===== src/rtl/sd_pkg.sv =====
// Shared constants, state encoding and R1 helper for the SPI-mode SD card responder.
package sd_pkg;

   // Command indices the card acts on
   localparam logic [5:0] CMD0  = 6'd0;
   localparam logic [5:0] CMD8  = 6'd8;
   localparam logic [5:0] CMD41 = 6'd41;
   localparam logic [5:0] CMD55 = 6'd55;
   localparam logic [5:0] CMD58 = 6'd58;

   // R1 status bit positions
   localparam int unsigned R1_IDLE_BIT    = 0;
   localparam int unsigned R1_ILLEGAL_BIT = 2;
   localparam int unsigned R1_CRC_BIT     = 3;

   // Response lengths in bits
   localparam logic [5:0] RESP_LEN_R1   = 6'd8;
   localparam logic [5:0] RESP_LEN_LONG = 6'd40;

   // Command frame geometry
   localparam logic [5:0] FRAME_LAST_BIT = 6'd47;
   localparam logic [5:0] CRC_SPAN_BITS  = 6'd40;

   typedef enum logic [2:0] {
      StIdle,
      StHunt,
      StRxCmd,
      StDecode,
      StNcr,
      StTxResp
   } sd_state_e;

   function automatic logic [7:0] r1_byte(input logic idle, input logic illegal,
                                          input logic crc_err);
      logic [7:0] r;
      r                 = '0;
      r[R1_IDLE_BIT]    = idle;
      r[R1_ILLEGAL_BIT] = illegal;
      r[R1_CRC_BIT]     = crc_err;
      return r;
   endfunction

endpackage


===== src/rtl/sd_crc7.sv =====
// Serial CRC7 (x^7 + x^3 + 1), MSB-first, zero initial value.
module sd_crc7 (
   input  logic       clk,
   input  logic       rst,
   input  logic       clr,
   input  logic       en,
   input  logic       bit_in,
   output logic [6:0] crc
);

   logic [6:0] crc_q;
   logic       fb;

   assign fb = crc_q[6] ^ bit_in;

   // Galois-form shift: feedback taps at x^3 and x^0
   always_ff @(posedge clk) begin
      if (rst || clr) begin
         crc_q <= '0;
      end else if (en) begin
         crc_q <= {crc_q[5:0], 1'b0} ^ (fb ? 7'h09 : 7'h00);
      end
   end

   assign crc = crc_q;

endmodule


===== src/rtl/sd_spi_card_responder.sv =====
// Card-side SPI-mode SD responder: receives 48-bit commands, checks CRC7, tracks the
// init sequence and returns R1/R3/R7 responses. Host signals are oversampled on sclk.
module sd_spi_card_responder
   import sd_pkg::*;
#(
   parameter int unsigned NCR_BYTES      = 1,
   parameter int unsigned ACMD41_RETRIES = 2,
   parameter logic [31:0] OCR_VALUE      = 32'hC0FF_8000
) (
   input  logic        sclk,
   input  logic        rst,
   input  logic        sd_clk,
   input  logic        sd_cs_n,
   input  logic        sd_mosi,
   output logic        sd_miso,
   output logic        cmd_valid,
   output logic [5:0]  cmd_index,
   output logic [31:0] cmd_arg,
   output logic        cmd_crc_err,
   output logic        card_ready
);

   localparam logic [5:0] NCR_LAST = 6'(NCR_BYTES * 8 - 1);

   // Synchronisers
   logic clk_meta, clk_sync, clk_prev;
   logic cs_meta, cs_sync;
   logic mosi_meta, mosi_sync;
   logic clk_rise, clk_fall;

   // State
   sd_state_e   state_q, state_d;
   logic [5:0]  bit_cnt_q, bit_cnt_d;
   logic [47:0] frame_q, frame_d;
   logic [5:0]  ncr_cnt_q, ncr_cnt_d;
   logic [5:0]  tx_cnt_q, tx_cnt_d;
   logic [39:0] resp_q, resp_d;
   logic [5:0]  resp_len_q, resp_len_d;
   logic        miso_q, miso_d;
   logic        cmd_valid_q, cmd_valid_d;
   logic [5:0]  cmd_index_q, cmd_index_d;
   logic [31:0] cmd_arg_q, cmd_arg_d;
   logic        cmd_crc_err_q, cmd_crc_err_d;
   logic        card_ready_q, card_ready_d;
   logic        acmd_pending_q, acmd_pending_d;
   logic [7:0]  retry_cnt_q, retry_cnt_d;

   // CRC and decode helpers
   logic        crc_clr, crc_en;
   logic [6:0]  crc_val;
   logic [5:0]  dec_index;
   logic [31:0] dec_arg;
   logic        dec_checked, dec_crc_err, retry_below, illegal;
   logic        unused_frame;

   // Two-stage synchronisers plus a previous sample of sd_clk for edge detection
   always_ff @(posedge sclk) begin
      if (rst) begin
         clk_meta  <= 1'b0;
         clk_sync  <= 1'b0;
         clk_prev  <= 1'b0;
         cs_meta   <= 1'b1;
         cs_sync   <= 1'b1;
         mosi_meta <= 1'b1;
         mosi_sync <= 1'b1;
      end else begin
         clk_meta  <= sd_clk;
         clk_sync  <= clk_meta;
         clk_prev  <= clk_sync;
         cs_meta   <= sd_cs_n;
         cs_sync   <= cs_meta;
         mosi_meta <= sd_mosi;
         mosi_sync <= mosi_meta;
      end
   end

   assign clk_rise = clk_sync & ~clk_prev;
   assign clk_fall = ~clk_sync & clk_prev;

   sd_crc7 u_crc7 (
      .clk    (sclk),
      .rst    (rst),
      .clr    (crc_clr),
      .en     (crc_en),
      .bit_in (mosi_sync),
      .crc    (crc_val)
   );

   assign dec_index   = frame_q[45:40];
   assign dec_arg     = frame_q[39:8];
   assign dec_checked = (dec_index == CMD0) || (dec_index == CMD8);
   // The whole trailing byte must read {crc7, 1}; a cleared end bit counts as a bad checksum
   assign dec_crc_err = dec_checked && (frame_q[7:0] != {crc_val, 1'b1});
   assign retry_below = {24'b0, retry_cnt_q} < ACMD41_RETRIES;
   // Start and transmission bits are consumed by the receive FSM, not the decoder
   assign unused_frame = ^frame_q[47:46];

   // State register for the FSM, shifters and init-state tracking
   always_ff @(posedge sclk) begin
      if (rst) begin
         state_q        <= StIdle;
         bit_cnt_q      <= '0;
         frame_q        <= '0;
         ncr_cnt_q      <= '0;
         tx_cnt_q       <= '0;
         resp_q         <= '0;
         resp_len_q     <= RESP_LEN_R1;
         miso_q         <= 1'b1;
         cmd_valid_q    <= 1'b0;
         cmd_index_q    <= '0;
         cmd_arg_q      <= '0;
         cmd_crc_err_q  <= 1'b0;
         card_ready_q   <= 1'b0;
         acmd_pending_q <= 1'b0;
         retry_cnt_q    <= '0;
      end else begin
         state_q        <= state_d;
         bit_cnt_q      <= bit_cnt_d;
         frame_q        <= frame_d;
         ncr_cnt_q      <= ncr_cnt_d;
         tx_cnt_q       <= tx_cnt_d;
         resp_q         <= resp_d;
         resp_len_q     <= resp_len_d;
         miso_q         <= miso_d;
         cmd_valid_q    <= cmd_valid_d;
         cmd_index_q    <= cmd_index_d;
         cmd_arg_q      <= cmd_arg_d;
         cmd_crc_err_q  <= cmd_crc_err_d;
         card_ready_q   <= card_ready_d;
         acmd_pending_q <= acmd_pending_d;
         retry_cnt_q    <= retry_cnt_d;
      end
   end

   // Next-state: receive, decode, Ncr filler and response shift-out
   always_comb begin
      state_d        = state_q;
      bit_cnt_d      = bit_cnt_q;
      frame_d        = frame_q;
      ncr_cnt_d      = ncr_cnt_q;
      tx_cnt_d       = tx_cnt_q;
      resp_d         = resp_q;
      resp_len_d     = resp_len_q;
      miso_d         = miso_q;
      cmd_valid_d    = 1'b0;
      cmd_index_d    = cmd_index_q;
      cmd_arg_d      = cmd_arg_q;
      cmd_crc_err_d  = cmd_crc_err_q;
      card_ready_d   = card_ready_q;
      acmd_pending_d = acmd_pending_q;
      retry_cnt_d    = retry_cnt_q;
      crc_clr        = 1'b0;
      crc_en         = 1'b0;
      illegal        = 1'b0;

      if (cs_sync) begin
         // Deselect aborts anything in flight; card init state is kept
         state_d = StIdle;
         miso_d  = 1'b1;
      end else begin
         case (state_q)
            StIdle: begin
               miso_d  = 1'b1;
               state_d = StHunt;
            end
            StHunt: begin
               crc_clr = 1'b1;
               if (clk_rise && !mosi_sync) begin
                  frame_d   = '0;
                  bit_cnt_d = 6'd1;
                  state_d   = StRxCmd;
               end
            end
            StRxCmd: begin
               if (clk_rise) begin
                  frame_d   = {frame_q[46:0], mosi_sync};
                  crc_en    = bit_cnt_q < CRC_SPAN_BITS;
                  bit_cnt_d = bit_cnt_q + 6'd1;
                  if (bit_cnt_q == 6'd1 && !mosi_sync) begin
                     state_d = StHunt;
                  end else if (bit_cnt_q == FRAME_LAST_BIT) begin
                     state_d = StDecode;
                  end
               end
            end
            StDecode: begin
               cmd_valid_d    = 1'b1;
               cmd_index_d    = dec_index;
               cmd_arg_d      = dec_arg;
               cmd_crc_err_d  = dec_crc_err;
               acmd_pending_d = 1'b0;
               resp_len_d     = RESP_LEN_R1;
               resp_d         = '0;
               if (!dec_crc_err) begin
                  case (dec_index)
                     CMD0: begin
                        card_ready_d = 1'b0;
                        retry_cnt_d  = '0;
                     end
                     CMD8: begin
                        resp_len_d   = RESP_LEN_LONG;
                        resp_d[11:0] = dec_arg[11:0];
                     end
                     CMD55: acmd_pending_d = 1'b1;
                     CMD41: begin
                        if (!acmd_pending_q) begin
                           illegal = 1'b1;
                        end else if (retry_below) begin
                           retry_cnt_d = retry_cnt_q + 8'd1;
                        end else begin
                           card_ready_d = 1'b1;
                        end
                     end
                     CMD58: begin
                        resp_len_d    = RESP_LEN_LONG;
                        resp_d[31:0]  = {card_ready_d, OCR_VALUE[30:0]};
                     end
                     default: illegal = 1'b1;
                  endcase
               end
               // Idle bit reflects the state after this command took effect
               resp_d[39:32] = r1_byte(!card_ready_d, illegal, dec_crc_err);
               ncr_cnt_d     = '0;
               state_d       = StNcr;
            end
            StNcr: begin
               if (clk_fall) begin
                  miso_d    = 1'b1;
                  ncr_cnt_d = ncr_cnt_q + 6'd1;
                  if (ncr_cnt_q == NCR_LAST) begin
                     tx_cnt_d = '0;
                     state_d  = StTxResp;
                  end
               end
            end
            StTxResp: begin
               if (clk_fall) begin
                  if (tx_cnt_q == resp_len_q) begin
                     miso_d  = 1'b1;
                     state_d = StHunt;
                  end else begin
                     miso_d   = resp_q[39];
                     resp_d   = {resp_q[38:0], 1'b0};
                     tx_cnt_d = tx_cnt_q + 6'd1;
                  end
               end
            end
            default: state_d = StIdle;
         endcase
      end
   end

   assign sd_miso     = miso_q;
   assign cmd_valid   = cmd_valid_q;
   assign cmd_index   = cmd_index_q;
   assign cmd_arg     = cmd_arg_q;
   assign cmd_crc_err = cmd_crc_err_q;
   assign card_ready  = card_ready_q;

endmodule


===== config.mk =====
export PLATFORM = sky130hd
export DESIGN_NAME = sd_spi_card_responder
export DESIGN_NICKNAME = d
export VERILOG_FILES = /design/src/rtl/sd_pkg.sv /design/src/rtl/sd_crc7.sv /design/src/rtl/sd_spi_card_responder.sv
export SDC_FILE = /design/constraint.sdc
export NUM_CORES = 1
export LEC_CHECK = 0
export CORE_UTILIZATION = 35
export DETAILED_ROUTE_END_ITERATION = 7
export PLACE_DENSITY = 0.53
export REMOVE_ABC_BUFFERS = 1
export SLEW_MARGIN = 20
export SYNTH_ARGS = -nofsm -noshare
export SYNTH_HDL_FRONTEND = slang
export SYNTH_SLANG_ARGS = --single-unit

===== constraint.sdc =====
create_clock -name sclk -period 2.4 [get_ports sclk]
set_input_delay 0.6 -clock sclk [delete_from_list [all_inputs] [get_ports sclk]]
set_output_delay 0.6 -clock sclk [all_outputs]
set_load 0.005 [all_outputs]

[Yosys cells after proc, flatten, opt, wreduce, memory -nomap -nowiden]
Cells that the tools add are included.
Word-level totals
  logic and storage cells: 142
  bits in registers: 178
Operators by class
  order comparisons: 2
  bitwise operators: 8
  equality and inequality tests: 24
  add/sub/neg operators: 4
  muxes and demuxes: 55
  reductions and logical operators: 26
Operators by type and width (number)
  two-way mux 46 bit: 2
  one-hot mux 46 bit (2 select lines): 1
  two-way mux 40 bit: 2
  one-hot mux 40 bit (2 select lines): 1
  two-way mux 6 bit: 9
  one-hot mux 6 bit (2 select lines): 3
  two-way mux 32 bit: 1
  == test 6 bit (second input constant): 4
  two-way mux 3 bit: 8
  two-way mux 20 bit: 1
  adder 6 x 1 -> 6 bit (second input constant): 3
  two-way mux 1 bit: 18
  != test 2 bit (second input constant): 9
  one-hot mux 3 bit (6 select lines): 1
  two-way mux 8 bit: 2
  one-hot mux 8 bit (2 select lines): 1
  two-way mux 12 bit: 1
  AND reduction 6 bit: 2
  nonzero test 2 bit: 5
  adder 8 x 1 -> 8 bit (second input constant): 1
  < comparator 8 x 2 -> 1 bit (second input constant): 1
  != test 8 bit: 1
  AND reduction 4 bit: 2
  AND reduction 7 bit: 1
  other kinds (26): 39

[Longest topological paths before layout]
Gate-level depths: netlist of the first run.
  depth in word-level cells: 9
  gate-level depth with buffers: 8

[Modules after synthesis]
From an unflattened synthesis of the first run, not the netlist that was laid out.
Unflattened totals
  cell total of the unflattened synthesis: 848
  area total of the unflattened synthesis: 6970.4 um^2
Modules (own cells, without submodules)
  sd_spi_card_responder: cells each 820, times used 1, area an instance 6693.9 um^2
  sd_crc7: cells each 28, times used 1, area an instance 276.5 um^2

[Worst setup path after synthesis of the first run]
Ideal clock, no wire load.
  path type: register -> register
  from: reg tx_cnt_q[0]
  to: reg resp_q[30]
  stages on the path, launching flop included: 8
  path slack: 0.584 ns
  arrival time: 1.675 ns
  library setup time: 0.141 ns
  period minus slack after synthesis: 1.816 ns
  cell sequence: dfxtp_1 -> inv_1 -> ha_1 -> and4bb_2 -> a211oi_1 -> o21ai_1 -> nor2_1 -> a211oi_1
On the way
  longest elaborated chain between the ends: 3
Ends and longest elaborated chain
  start, declared: line sd_spi_card_responder.sv:36  | logic [5:0] tx_cnt_q, tx_cnt_d;
  start signal, assigned: line sd_spi_card_responder.sv:121  | tx_cnt_q <= tx_cnt_d;
  == test 6 bit: line sd_spi_card_responder.sv:238  | if (tx_cnt_q == resp_len_q) begin
  != test 2 bit (no line)
  AND reduction 4 bit (no line)
  end signal, assigned: line sd_spi_card_responder.sv:122  | resp_q <= resp_d;
  end, declared: line sd_spi_card_responder.sv:37  | logic [39:0] resp_q, resp_d;
No other way between the ends.
A chain may end at the register's enable or synchronous reset.

[Worst setup path in the final report of the first run]
  from: reg frame_q[40]
  to: reg resp_q[1]
On the way
  longest elaborated chain between the ends: 5
  elaborated cells on any way between the ends: 7
  classes of those cells: eq/ne (1); mux (3); reduce/logical (3)
Ends and longest elaborated chain
  start, declared: line sd_spi_card_responder.sv:34  | logic [47:0] frame_q, frame_d;
  start signal, assigned: line sd_spi_card_responder.sv:119  | frame_q <= frame_d;
  == test 6 x 4 -> 1 bit / zero test 6 bit (equally long branches): line sd_spi_card_responder.sv:91, sd_spi_card_responder.sv:195
  logical OR 1 bit: line sd_spi_card_responder.sv:91  | assign dec_checked = (dec_index == CMD0) || (dec_index == CMD8);
  logical AND 1 bit: line sd_spi_card_responder.sv:93  | assign dec_crc_err = dec_checked && (frame_q[7:0] != {crc_val, 1'b1});
  two-way mux 32 bit *: line sd_spi_card_responder.sv:194  | if (!dec_crc_err) begin
  one-hot mux 40 bit (2 select lines) *: line sd_spi_card_responder.sv:161  | case (state_q)
Every way passes the cells marked *; elsewhere a longest branch is shown, timed or not.

==> flow_metrics.tcl, run 1 <==
set metrics [dict create \
    status "finished, final reports clean" \
    hp-class "reg2reg" \
    crit_type "reg2reg" \
    h-tree-depth 4 \
    num-fill-cells 1962 \
    firstDrtPassIters 4 \
    p_per_area_nw_per_um2 672 \
    clkSinkCount 173 \
    post-dp-hpwl_um 9970 \
    ys_ff_latch 173 \
    utilization_pct 43.0 \
    max_freq_mhz 485 \
    antenna_found_initial 0 \
    synth_cell_types 60 \
    final_common_cell "nand2_1" \
    die_area_um2 20400 \
    drcViolationCount 0 \
    die_w_um 143 \
    finalHoldViolCount 0 \
    synth-edff-count 0 \
    crit_required_ns 2.75 \
    synthArstFlopShare_pct 0 \
    final_layout_size_suffix_gt1_share_pct 11.6 \
    cts_tree "built" \
    core-area_um2 19500 \
    initial_utilization_pct 35.7 \
    syn_to_final_growth_pct 20.2 \
    rsz0062_at_grt "no" \
    period_share_pct 85.8 \
    wl_per_cell_um 13.6 \
    detail-route-antenna-nets 0 \
    rows 51 \
    cts-root-buf "clkbuf_16" \
    worstPathArrival_ns 2.41 \
    drt_iter0_drc 308 \
    nets 879 \
    ctsHoldBuffers 0 \
    wirelength_um 15600 \
    crit_path_start_kind "flip-flop" \
    setup_ws_ns 0.340 \
    cp-end-kind "flip-flop" \
    power_mw 5.62 \
    dp.cells 1114 \
    grt_max_degree 43 \
    placed_cell_area_um2 7800 \
    p_leak_nw 2.78 \
    io_pins 47 \
    grt_usage_pct 16.4 \
    grt_pass1_vias 5331 \
    drv_cap 0 \
    cts_buffer_depth 2 \
    cp_max_fo 12 \
    gp_congestion 0.742 \
    ir_worst_vdd_mv 0.498 \
    final.min_clock_period_ns 2.06 \
    vias 5578 \
    clk_latency_ns 0.43 \
    netlist_area_um2 6960 \
    yosys_warnings 0 \
    chipHeight_um 143 \
    path_clk_slew_ns 0.07 \
    overflow 0 \
    layoutNonFillerInstCount 1146 \
    numPortBuffers 46 \
    avgSynthCellArea_um2 8.36 \
    yosysSeqAreaShare_pct 49.8 \
    finalSetupViolCount 0 \
    mostFrequentLayoutCells "211 x nand2_1, 173 x dfxtp_1, 110 x a21oi_1" \
    postSynthCellCount 832 \
    tightest_slew_ns 0.681 \
    slew_headroom_pct 54.3 \
    cts_buffers 17 \
    slew_violations 0 \
    seq_area_um2 3460 \
    routed_via_density 4.87 \
    multiInputGateArea_um2 3270 \
    antennaDiodeCount 0 \
    synthFlopType "dfxtp_1" \
    grt_pass1_wl_um 26500 \
    postLayoutCellArea_um2 8360 \
    fin_worst_skew_ns 0.00963 \
    post-place-ws_ns 0.236 \
]
[kinds of logic (layout without fill, tap and decap cells)]
family / count (synthesis) / after routing / share of synthesized area (%)
multiplexers: 11 / 11 / 1.58
XOR/XNOR: 20 / 20 / 2.52
adder cells (fa/ha/maj): 6 / 6 / 1.08
AO/OA/AOI/OAI: 175 / 175 / 15.7
flip-flops: 173 / 173 / 49.8
AND/OR/NAND/NOR: 385 / 385 / 25.5
buffers and inverters: 62 / 111 / 3.87
[sequential cells by signal, summed over array words and instances, names as in the netlist, named ones only]
register        count
frame_q            46
resp_q             40
cmd_arg            32
retry_cnt_q         8
u_crc7.crc          7
bit_cnt_q           6
cmd_index           6
ncr_cnt_q           6
tx_cnt_q            6
state_q             3
acmd_pending_q      1
clk_meta            1
clk_prev            1
clk_sync            1
cmd_crc_err         1
cmd_valid           1
cs_meta             1
cs_sync             1
mosi_meta           1
mosi_sync           1
resp_len_q          1
sd_miso             1
[critical path, stage by stage (launching register included)]
cell      delay (ns)
dfxtp_1         0.38
or4_4           0.58
nor3b_2         0.23
nor4b_4         0.22
buf_4           0.27
a221oi_1        0.10
nor3_1          0.18
[stage by stage]
step | hold slack (ns) | TNS (ns)
6_report | 0.407 | 0
4_1_cts | 0.409 | 0
3_3_place_gp | 0.394 | 0
5_1_grt | 0.424 | 0
3_5_place_dp | 0.392 | 0
2_1_floorplan | 0.389 | -106.37
[layout make-up]
cell class	count	share of cell area [%]
well taps	265	3.97
repair buffers	72	8.56
clock inverters	13	1.27
inverters	7	0.314
clock buffers	19	5.42
flip-flops and latches	173	41.4
multi-input cells	597	39.1
[cells in the mapped netlist (5+ instances only)]
cell type | number | share of area (%)
nor4_1 | 6 | 0.54
nor3_1 | 18 | 1.3
buf_2 | 14 | 1.0
nor3_2 | 10 | 1.4
dfxtp_1 | 173 | 50
a221oi_2 | 9 | 1.9
inv_1 | 7 | 0.38
a21oi_1 | 110 | 7.9
clkbuf_1 | 33 | 1.8
nor2_1 | 68 | 3.7
o21ai_0 | 8 | 0.58
or2_2 | 6 | 0.54
a211oi_1 | 14 | 1.5
ha_1 | 6 | 1.1
nor2b_1 | 6 | 0.54
nand4_1 | 5 | 0.45
mux2i_1 | 11 | 1.6
nand2_1 | 211 | 11
nand2b_1 | 5 | 0.45
xnor2_1 | 16 | 2.0
nand3_1 | 22 | 1.6
[final timing paths]
path | start | endpoint | slack [ns] | depth (start not counted)
worst max-delay path | frame_q[40] | resp_q[1] | 0.34 | 6
worst min-delay path | cs_meta | cs_sync | 0.41 | 1
worst max register to register | frame_q[40] | resp_q[1] | 0.34 | 6
worst min register to register | cs_meta | cs_sync | 0.41 | 1
[power breakdown]
part	switching (mW)	total (mW)	leakage (nW)	internal [mW]
sequential	0.00574	2.88	1.39	2.87
combinational	0.0609	0.0901	1.11	0.0292
clock	1.24	2.65	0.278	1.41
total	1.31	5.62	2.78	4.31
[metal layers]
metal	GRT usage, %	vias up	routed length (um)
met4	5.09	0	156
met3	3.72	13	450
met2	26.7	63	7310
met1	21.4	2595	7690
met5	0	-	0
li1	-	2907	-
[repair_timing]
item / CTS / global route
resized for setup: 0 / 1
setup buffers: 0 / 0
endpoints found under the setup margin: 0 / 10
Note: power is estimated with default switching activity, not from simulation.
==> inputs of run 2 (changes only) <==
- CORE_MARGIN: not set -> 2
- GPL_TIMING_DRIVEN: not set -> 0
==> flow_metrics.tcl, run 2 (synthesis results as in run 1) <==
set metrics [dict create \
    finalHoldViolCount 0 \
    period_share_pct 90.9 \
    detail-route-antenna-nets 0 \
    critPathBufInv 3 \
    rows 51 \
    core-area_um2 19500 \
    tns_ns 0 \
    nets 864 \
    crit_required_ns 2.70 \
    numPortBuffers 46 \
    io_pins 47 \
    cts_buffers 17 \
    use_met1_pct 19.4 \
    largest_register "frame_q" \
    p_leak_nw 2.77 \
    post-place-ws_ns -0.252 \
    finalSetupViolCount 0 \
    cts-root-buf "clkbuf_16" \
    wl_per_cell_um 13.9 \
    drt_iter0_drc 420 \
    use_met3_pct 3.40 \
    max_stage_delay_ns 0.60 \
    setup_ws_ns 0.219 \
    gp_congestion 0.740 \
    firstDrtPassIters 4 \
    chipHeight_um 145 \
    crit_path_start_kind "flip-flop" \
    clk_latency_ns 0.43 \
    wirelength_um 15700 \
    antenna_found_initial 0 \
    layoutNonFillerInstCount 1131 \
    cts_buffer_depth 2 \
    grt_max_degree 78 \
    drv_cap 0 \
    die_w_um 145 \
    grt_usage_pct 14.9 \
    mostFrequentLayoutCells "211 x nand2_1, 173 x dfxtp_1, 110 x a21oi_1" \
    r2r_setup_slack_ns 0.22 \
    tightest_slew_ns 0.787 \
    post-dp-hpwl_um 9230 \
    slew_violations 0 \
    worstPathArrival_ns 2.48 \
    slew_headroom_pct 47.3 \
    fin_worst_skew_ns 0.00709 \
    initial_utilization_pct 35.7 \
    grt_pass1_vias 5313 \
    drcViolationCount 0 \
    grt_pass1_wl_um 25900 \
    cts_tree "built" \
    rsz0062_at_grt "no" \
    cp_max_fo 27 \
    h-tree-depth 4 \
    routed_via_density 4.97 \
    p_per_area_nw_per_um2 695 \
    final_layout_size_suffix_gt1_share_pct 10.7 \
    final_common_cell "nand2_1" \
    status "finished, final reports clean" \
    dp.cells 1096 \
    cp_top_family "buffers and inverters" \
    slowest_stage "dfxtp_1" \
    largest_register_ffs 46 \
    antennaDiodeCount 0 \
    crit_type "reg2reg" \
    die_area_um2 21000 \
    grt_use_met2_pct 24.5 \
    path_clk_slew_ns 0.07 \
    ctsHoldBuffers 0 \
    syn_to_final_growth_pct 21.5 \
    hp-class "reg2reg" \
    max_freq_mhz 459 \
    overflow 0 \
    cp-end-kind "flip-flop" \
    whs_ns 0.409 \
    path_cells "inv_1 > nor2_4 > buf_16 > nor4b_4 > buf_12 > a221oi_1 > nor3_1" \
    clkSinkCount 173 \
    ir_worst_vdd_mv 0.439 \
    busiest_layer "met2" \
    vias 5621 \
    final.min_clock_period_ns 2.18 \
]
-- run 2: layout make-up --
cell class | count | area (um2)
tap | 265 | 332
fill | 1967 | 11000
sequential | 173 | 3460
clock inverter | 12 | 159
multi-input combinational | 599 | 3320
timing repair buffer | 55 | 679
inverter | 7 | 26.3
clock buffer | 20 | 467
-- run 2: through the flow --
step | total power [mW] | utilization [%] | cell area [um2]
final | 5.88 | 43.4 | 8450
after CTS | 5.95 | 43.3 | 8430
after floorplan | 2.97 | - | 6710
after global placement | 3.02 | 38.6 | 7500
after detailed placement | 3.03 | 39.9 | 7760
after global routing | 6.07 | 43.4 | 8450
-- run 2: path summary, 6_finish.rpt --
path                   start         to  cells past startpoint
setup reg to reg  state_q[0]  resp_q[2]                      7
setup / recovery  state_q[0]  resp_q[2]                      7
hold / removal     mosi_meta  mosi_sync                      1
hold reg to reg    mosi_meta  mosi_sync                      1
-- run 2: per-layer routing --
layer / up-vias / part of all wire, % / wire length [um]
met2: 63 / 46 / 7170
met1: 2659 / 50 / 7910
met5: - / 0 / 0
li1: 2885 / - / -
met4: 0 / 1.2 / 186
met3: 14 / 2.6 / 405
-- run 2: report_power, final --
part | switching [mW] | total (mW) | internal, mW
combinational | 0.0608 | 0.0877 | 0.0270
sequential | 0.00686 | 2.88 | 2.88
clock | 1.18 | 2.91 | 1.73
total | 1.24 | 5.88 | 4.63
-- run 2: what timing repair did --
| action | CTS | global route |
|---|---|---|
| buffers inserted | 1 | 0 |
| gates cloned | 1 | 1 |
| gates resized for setup | 2 | 4 |
| endpoints found under the setup margin | 74 | 75 |
| pin swaps | 2 | 1 |
| hold endpoints to repair | 0 | 0 |
==> inputs of run 3 (changes only) <==
- CORE_UTILIZATION: 35 -> 58
- GPL_ROUTABILITY_DRIVEN: not set -> 0
- PLACE_DENSITY: 0.53 -> 0.81
==> flow_metrics.tcl, run 3 (synthesis results as in run 1) <==
set metrics [dict create \
    ir_worst_vdd_mv 0.579 \
    grt_usage_pct 24.3 \
    initial_utilization_pct 60.1 \
    p_leak_nw 2.80 \
    ff2ff_path_depth 6 \
    grt_max_degree 66 \
    cts_tree "built" \
    nets 870 \
    final.min_clock_period_ns 2.36 \
    tns_ns 0 \
    routed_via_density 5.85 \
    cp-end-kind "flip-flop" \
    status "finished, final reports clean" \
    max_stage_delay_ns 0.59 \
    die_w_um 114 \
    io_pins 47 \
    chipHeight_um 114 \
    wirelength_um 15700 \
    largest_register "frame_q" \
    antenna_found_initial 0 \
    crit_path_start_kind "flip-flop" \
    path_clk_slew_ns 0.06 \
    h-tree-depth 4 \
    die_area_um2 12900 \
    final_layout_size_suffix_gt1_share_pct 11.4 \
    slew_violations 0 \
    power_mw 5.73 \
    cts_buffers 17 \
    drv_cap 0 \
    slew_headroom_pct 57.2 \
    final_common_cell "nand2_1" \
    hp-class "reg2reg" \
    post-dp-hpwl_um 9510 \
    path_cells "nor3b_4 > o21ai_4 > buf_16 > o21bai_4 > buf_16 > a211oi_1" \
    fin_worst_skew_ns 0.0108 \
    wl_per_cell_um 15.5 \
    syn_to_final_growth_pct 19.8 \
    utilization_pct 72.0 \
    crit_required_ns 2.71 \
    clk_latency_ns 0.43 \
    postLayoutCellArea_um2 8330 \
    overflow 0 \
    worst_path_most_repeated_cell "buf_16" \
    numPortBuffers 46 \
    detail-route-antenna-nets 0 \
    antennaDiodeCount 0 \
    mostFrequentLayoutCells "211 x nand2_1, 172 x dfxtp_1, 110 x a21oi_1" \
    whs_ns 0.402 \
    slowest_stage "dfxtp_1" \
    ctsHoldBuffers 0 \
    drt_iter0_drc 447 \
    cp_max_fo 30 \
    grt_pass1_vias 5675 \
    period_share_pct 98.2 \
    cts_buffer_depth 2 \
    core-area_um2 11600 \
    rows 39 \
    largest_register_ffs 46 \
    grt_pass1_wl_um 25600 \
    finalHoldViolCount 0 \
    clkSinkCount 173 \
    worstPathArrival_ns 2.67 \
    drcViolationCount 0 \
    tightest_slew_ns 0.637 \
    holdPathStages 1 \
    placed_cell_area_um2 7610 \
    p_per_area_nw_per_um2 688 \
    firstDrtPassIters 5 \
    vias 5935 \
    crit_type "reg2reg" \
    cts-root-buf "clkbuf_16" \
    finalSetupViolCount 0 \
    max_freq_mhz 424 \
]
[run 3: cell count changes in the layout (fill, tap and decap cells not counted), sizes merged]
| cell | change |
|---|---|
| o21ai | +1 |
| bufinv | -1 |
| buf | +5 |
| clkinvlp | -1 |
| inv | -1 |
| clkbuf | +2 |
[run 3: timing repair]
| item | 4_1_cts | 5_1_grt |
|---|---|---|
| pin swaps | 1 | 3 |
| resized for setup | 6 | 3 |
| endpoints found under the setup margin | 90 | 52 |
| buffers inserted | 4 | 2 |
| cloned | 1 | 2 |
[run 3: final timing paths]
path | start | to | slack, ns
setup reg to reg | state_q[0] | bit_cnt_q[1] | 0.04
setup / recovery | state_q[0] | bit_cnt_q[1] | 0.04
hold reg to reg | mosi_meta | mosi_sync | 0.40
hold / removal | mosi_meta | mosi_sync | 0.40
[run 3: stage by stage]
step | instances | setup slack [ns]
2_1_floorplan | 777 | -1.70
3_5_place_dp | 974 | -0.497
6_report | 1014 | 0.0426
3_3_place_gp | 966 | -4.03
5_1_grt | 1014 | -0.00134
4_1_cts | 1010 | 0.0212
[run 3: area by class of cell]
type | count | area (um2)
timing repair buffer | 60 | 716
sequential | 173 | 3460
inverter | 7 | 26.3
fill | 827 | 3230
clock inverter | 9 | 109
multi-input combinational | 600 | 3340
clock buffer | 22 | 494
tap | 143 | 179
[run 3: metal layers]
layer,GRT usage [%],part of all wire (%),up-vias
met5,0,0,-
met3,6.16,4.9,24
met2,42.5,51,154
met1,29.0,43,2858
met4,8.62,1.4,0
li1,-,-,2899
[run 3: power breakdown]
group,internal (mW),leakage (nW),total (mW),switching (mW)
clock network,1.67,0.298,2.76,1.09
registers,2.88,1.39,2.88,0.00757
logic,0.0285,1.11,0.0873,0.0589
total,4.57,2.80,5.73,1.16
[run 3: worst max-delay path, delay by kind of cell, from the launching register on]
| family | cells | cell delay [ns] |
|---|---|---|
| flops | 1 | 0.59 |
| compound gates | 3 | 0.73 |
| buf+inv | 2 | 0.48 |
| simple gates | 1 | 0.43 |
